File: src/rtl/mem_access_unit.sv
`default_nettype none
// ============================================================================
// Module   : mem_access_unit
// Purpose  : MAR/MDR registers and fixed-wait-state SRAM read/write sequencer
//            with a busy/done handshake towards the control FSM.
// Revision : 1.0 - initial release
// ============================================================================
module mem_access_unit #(
   parameter int WAIT_STATES = 2,
   parameter int DATA_W      = 16
) (
   input  logic              Clk,
   input  logic              Reset,
   input  logic [DATA_W-1:0] BUS_in,
   input  logic              LD_MAR,
   input  logic              LD_MDR,
   input  logic              Mem_Rd_Req,
   input  logic              Mem_Wr_Req,
   input  logic [DATA_W-1:0] Data_from_Mem,
   output logic [DATA_W-1:0] MAR,
   output logic [DATA_W-1:0] MDR,
   output logic [DATA_W-1:0] Data_to_Mem,
   output logic              Mem_CE_n,
   output logic              Mem_OE_n,
   output logic              Mem_WE_n,
   output logic              Mem_Busy,
   output logic              Mem_Done
);

   typedef enum logic [2:0] {
      S_IDLE    = 3'd0,
      S_RD_WAIT = 3'd1,
      S_RD_CAP  = 3'd2,
      S_WR_WAIT = 3'd3,
      S_WR_HOLD = 3'd4,
      S_DONE    = 3'd5
   } state_t;

   localparam logic [3:0] c_wait = 4'(WAIT_STATES);

   state_t     r_state;
   state_t     w_next;
   logic [3:0] r_cnt;

   always_ff @(posedge Clk) begin
      if (Reset) begin
         r_state <= S_IDLE;
         r_cnt   <= 4'd0;
         MAR     <= '0;
         MDR     <= '0;
      end else begin
         r_state <= w_next;
         if (r_state == S_IDLE) begin
            r_cnt <= c_wait;
            if (LD_MAR) MAR <= BUS_in;
            if (LD_MDR) MDR <= BUS_in;
         end else if ((r_state == S_RD_WAIT || r_state == S_WR_WAIT) && r_cnt != 4'd0) begin
            r_cnt <= r_cnt - 4'd1;
         end
         // Read capture overrides any bus load taken in the request cycle
         if (r_state == S_RD_CAP) MDR <= Data_from_Mem;
      end
   end

   always_comb begin
      w_next = r_state;
      case (r_state)
         S_IDLE: begin
            if (Mem_Rd_Req)      w_next = (WAIT_STATES == 0) ? S_RD_CAP : S_RD_WAIT;
            else if (Mem_Wr_Req) w_next = S_WR_WAIT;
         end
         S_RD_WAIT: if (r_cnt <= 4'd1) w_next = S_RD_CAP;
         S_RD_CAP:  w_next = S_DONE;
         // A zero count still gives one write-strobe cycle
         S_WR_WAIT: if (r_cnt <= 4'd1) w_next = S_WR_HOLD;
         S_WR_HOLD: w_next = S_DONE;
         S_DONE:    w_next = S_IDLE;
         default:   w_next = S_IDLE;
      endcase
   end

   always_comb begin
      Mem_CE_n = 1'b1;
      Mem_OE_n = 1'b1;
      Mem_WE_n = 1'b1;
      case (r_state)
         S_RD_WAIT, S_RD_CAP: begin
            Mem_CE_n = 1'b0;
            Mem_OE_n = 1'b0;
         end
         S_WR_WAIT: begin
            Mem_CE_n = 1'b0;
            Mem_WE_n = 1'b0;
         end
         S_WR_HOLD: Mem_CE_n = 1'b0;
         default: ;
      endcase
   end

   assign Mem_Busy    = (r_state != S_IDLE);
   assign Mem_Done    = (r_state == S_DONE);
   assign Data_to_Mem = MDR;

endmodule
`default_nettype wire

File: config.mk
export PLATFORM = sky130hd
export DESIGN_NAME = mem_access_unit
export DESIGN_NICKNAME = d
export VERILOG_FILES = /design/src/rtl/mem_access_unit.sv
export SDC_FILE = /design/constraint.sdc
export NUM_CORES = 1
export LEC_CHECK = 0
export CAP_MARGIN = 25
export CORE_ASPECT_RATIO = 1.5
export CORE_MARGIN = 2
export CORE_UTILIZATION = 30
export CTS_BUF_LIST = sky130_fd_sc_hd__clkbuf_16
export DETAILED_ROUTE_END_ITERATION = 12
export PLACE_DENSITY = 0.68
export RECOVER_POWER = 50
export SLEW_MARGIN = 10
export SYNTH_ARGS = -nofsm -noshare
export SYNTH_HDL_FRONTEND = slang
export SYNTH_SLANG_ARGS = --single-unit
File: constraint.sdc
create_clock -name Clk -period 3.3 [get_ports Clk]
set_input_delay 0.99 -clock Clk [delete_from_list [all_inputs] [get_ports Clk]]
set_output_delay 0.99 -clock Clk [all_outputs]
set_load 0.005 [all_outputs]
==> impl_metrics.tcl <==
set metrics [dict create \
    max_cap_viol_count 0 \
    numPlacedInstances 348 \
    finalCriticalPeriod_ns 2.75 \
    tns_ns 0 \
    cts_resized 0 \
    track_usage 0.137 \
    die_w_um 69.7 \
    skew_ns 0.00381 \
    n_fill_cell 635 \
    ys_seq_area_frac 0.402 \
    numCtsBuffers 5 \
    cp_slowest_cell "dfxtp_1" \
    drt_iter0_markers 101 \
    synth_top_flop_cell "dfxtp_1" \
    yosysTopAreaCellShare 0.402 \
    fin_nets 322 \
    h-tree-depth 2 \
    worst_slew_pin_slew_ns 1.03 \
    synth_fp_nets 253 \
    fin_cells 356 \
    wl_um 4890 \
    yosysTopAreaCell "dfxtp_1" \
    layout_setup_ws_ns 0.552 \
    routed_via_density 4.62 \
    critical_path_required_ns 2.31 \
    crit_buf_inv 1 \
    num_rows 35 \
    cts_tree "done" \
    path_cells "nor2b_4 -> nand2_1 -> clkdlybuf4s50_1" \
    synth_area_per_cell_um2 9.15 \
    drv_slew 0 \
    grt_pass1_wl_um 7790 \
    dieArea_um2 7140 \
    critPathKind "register to output pin" \
    cp-start-kind "register" \
    post-cts-setup-buffers 0 \
    hold_viol_final 0 \
    syn_to_final_growth_pct 48.2 \
    critPathTopFamily "flip-flops" \
    slew_headroom 0.315 \
    cts_root_buffer "clkbuf_16" \
    rsz0062_at_grt "no" \
    drive_gt1_frac 0.0922 \
    synth.distinct_cells 33 \
    clockBufferDepth 2 \
    ff_latch_area_um2 781 \
    powerDensity_nw_per_um2 589 \
    setup.worst_path.end_class "output pin" \
    start_util 0.312 \
    ys_top_cells_by_area "dfxtp_1, mux2i_1, nand2_1" \
    ctsHoldBuffers 0 \
    ys_async_sr_fraction 0 \
    antenna_found_initial 0 \
    numPortBuffers 90 \
    cp_data_arrival_time_ns 1.76 \
    multi_input_area_um2 916 \
    synth-seq-cells 39 \
    ys_warn_count 0 \
    cp_max_fo 10 \
    die_h_um 103 \
    synth.most_common_cell "dfxtp_1" \
    gp_congestion 0.772 \
    max_stage_delay_ns 0.65 \
    fin_crit_sh 0.833 \
    clkLatencyLatePin_ns 0.28 \
    cellLeakagePower_nw 1.13 \
    drtAntennaViolNets 0 \
    firstDrtPassIters 4 \
    pre_cts_ws_ns 0.852 \
    fmax_mhz 364 \
    num_io_pins 91 \
    gr-total-overflow 0 \
    synth-edff-count 0 \
    irDropWorstVdd_v 0.000323 \
    hp-class "register to register" \
    hpwl_um 3630 \
    remaining_drc_errors 0 \
    num_antenna_cells 0 \
    synthCells 212 \
    total_power_mw 1.69 \
    setup_viol 0 \
    grt_pass1_vias 1629 \
    grt_max_degree 33 \
    clk_pin_slew_worst_paths_ns 0.06 \
    fp.coreArea_um2 6220 \
    synth_commonest_cells "dfxtp_1, nand2_1, nor2_1" \
    num_vias 1643 \
    status "finished, final reports clean" \
    wl_per_cell_um 13.7 \
    hold_ws_ns 0.451 \
    syn_area_um2 1940 \
    clkSinkCount 39 \
]
==> stage by stage <==
stage,instance area [um2],utilization
6_report,2880,0.462
5_1_grt,2880,0.462
4_1_cts,2880,0.463
3_5_place_dp,2720,0.437
3_3_place_gp,2720,0.437
2_1_floorplan,1940,-
==> metal layers <==
layer | track usage | share of wire | wire length, um | vias to the layer above
met1 | 0.150 | 0.40 | 1940 | 745
met5 | 0 | 0 | 0 | -
met4 | 0.0414 | 0.0086 | 42 | 0
met3 | 0.0332 | 0.067 | 327 | 4
li1 | - | - | - | 832
met2 | 0.261 | 0.53 | 2580 | 62
==> power by group <==
group	internal, mW	leakage (nW)	switching, mW
clock	0.352	0.0812	0.182
combinational	0.307	0.730	0.246
sequential	0.542	0.321	0.0638
total	1.20	1.13	0.493
==> cell usage in the layout (no fill, tap or decap), types with 2 or more instances in the layout <==
cell	synthesis	layout
dlygate4sd3_1	0	36
a211oi_2	10	10
mux2i_1	16	16
a21oi_1	19	19
dfxtp_1	39	39
xor2_1	3	3
ha_1	3	3
nor3_1	3	3
clkbuf_16	0	5
a211oi_1	7	7
nand3_1	2	2
nand2_1	37	37
inv_1	4	4
nand2b_1	2	2
clkdlybuf4s50_1	0	53
nor2_1	22	22
==> worst register-to-register path: cells and delay by family, from the launching register on <==
family,cells,cell delay (ns)
DFF,1,0.46
and+or+nand+nor,3,1.24
AOI/OAI and AO/OA,1,0.17
==> final cells by class <==
| cell class | instances | area share |
|---|---|---|
| multi-input cells | 139 | 0.319 |
| well taps | 74 | 0.0322 |
| clock inverters | 3 | 0.0135 |
| repair buffers | 92 | 0.315 |
| flip-flops and latches | 39 | 0.272 |
| inverters | 4 | 0.00522 |
| clock buffers | 5 | 0.0435 |
==> registers in the layout (all words and copies together) (netlist names) <==
signal       cells
MAR             16
r_cnt            4
Data_to_Mem     16
r_state          3
==> final timing paths <==
check | depth (start not counted) | to | startpoint | slack (ns)
max | 3 | Mem_WE_n | r_state[0]$_SDFFE_PP0P_ | 0.55
min | 2 | MAR[6]$_SDFFE_PP0P_ | MAR[6]$_SDFFE_PP0P_ | 0.45
max reg2reg | 4 | MAR[4]$_SDFFE_PP0P_ | r_state[0]$_SDFFE_PP0P_ | 1.33
min reg2reg | 2 | MAR[6]$_SDFFE_PP0P_ | MAR[6]$_SDFFE_PP0P_ | 0.45
==> kinds of logic after synthesis <==
logic type               synth area share
XOR/XNOR                           0.0181
AND/OR/NAND/NOR                     0.192
multiplexers                       0.0825
AO/OA/AOI/OAI                       0.157
buffers and inverters               0.129
flip-flops                          0.402
adder cells (fa/ha/maj)            0.0193
Power figures use the tool's default switching activity.
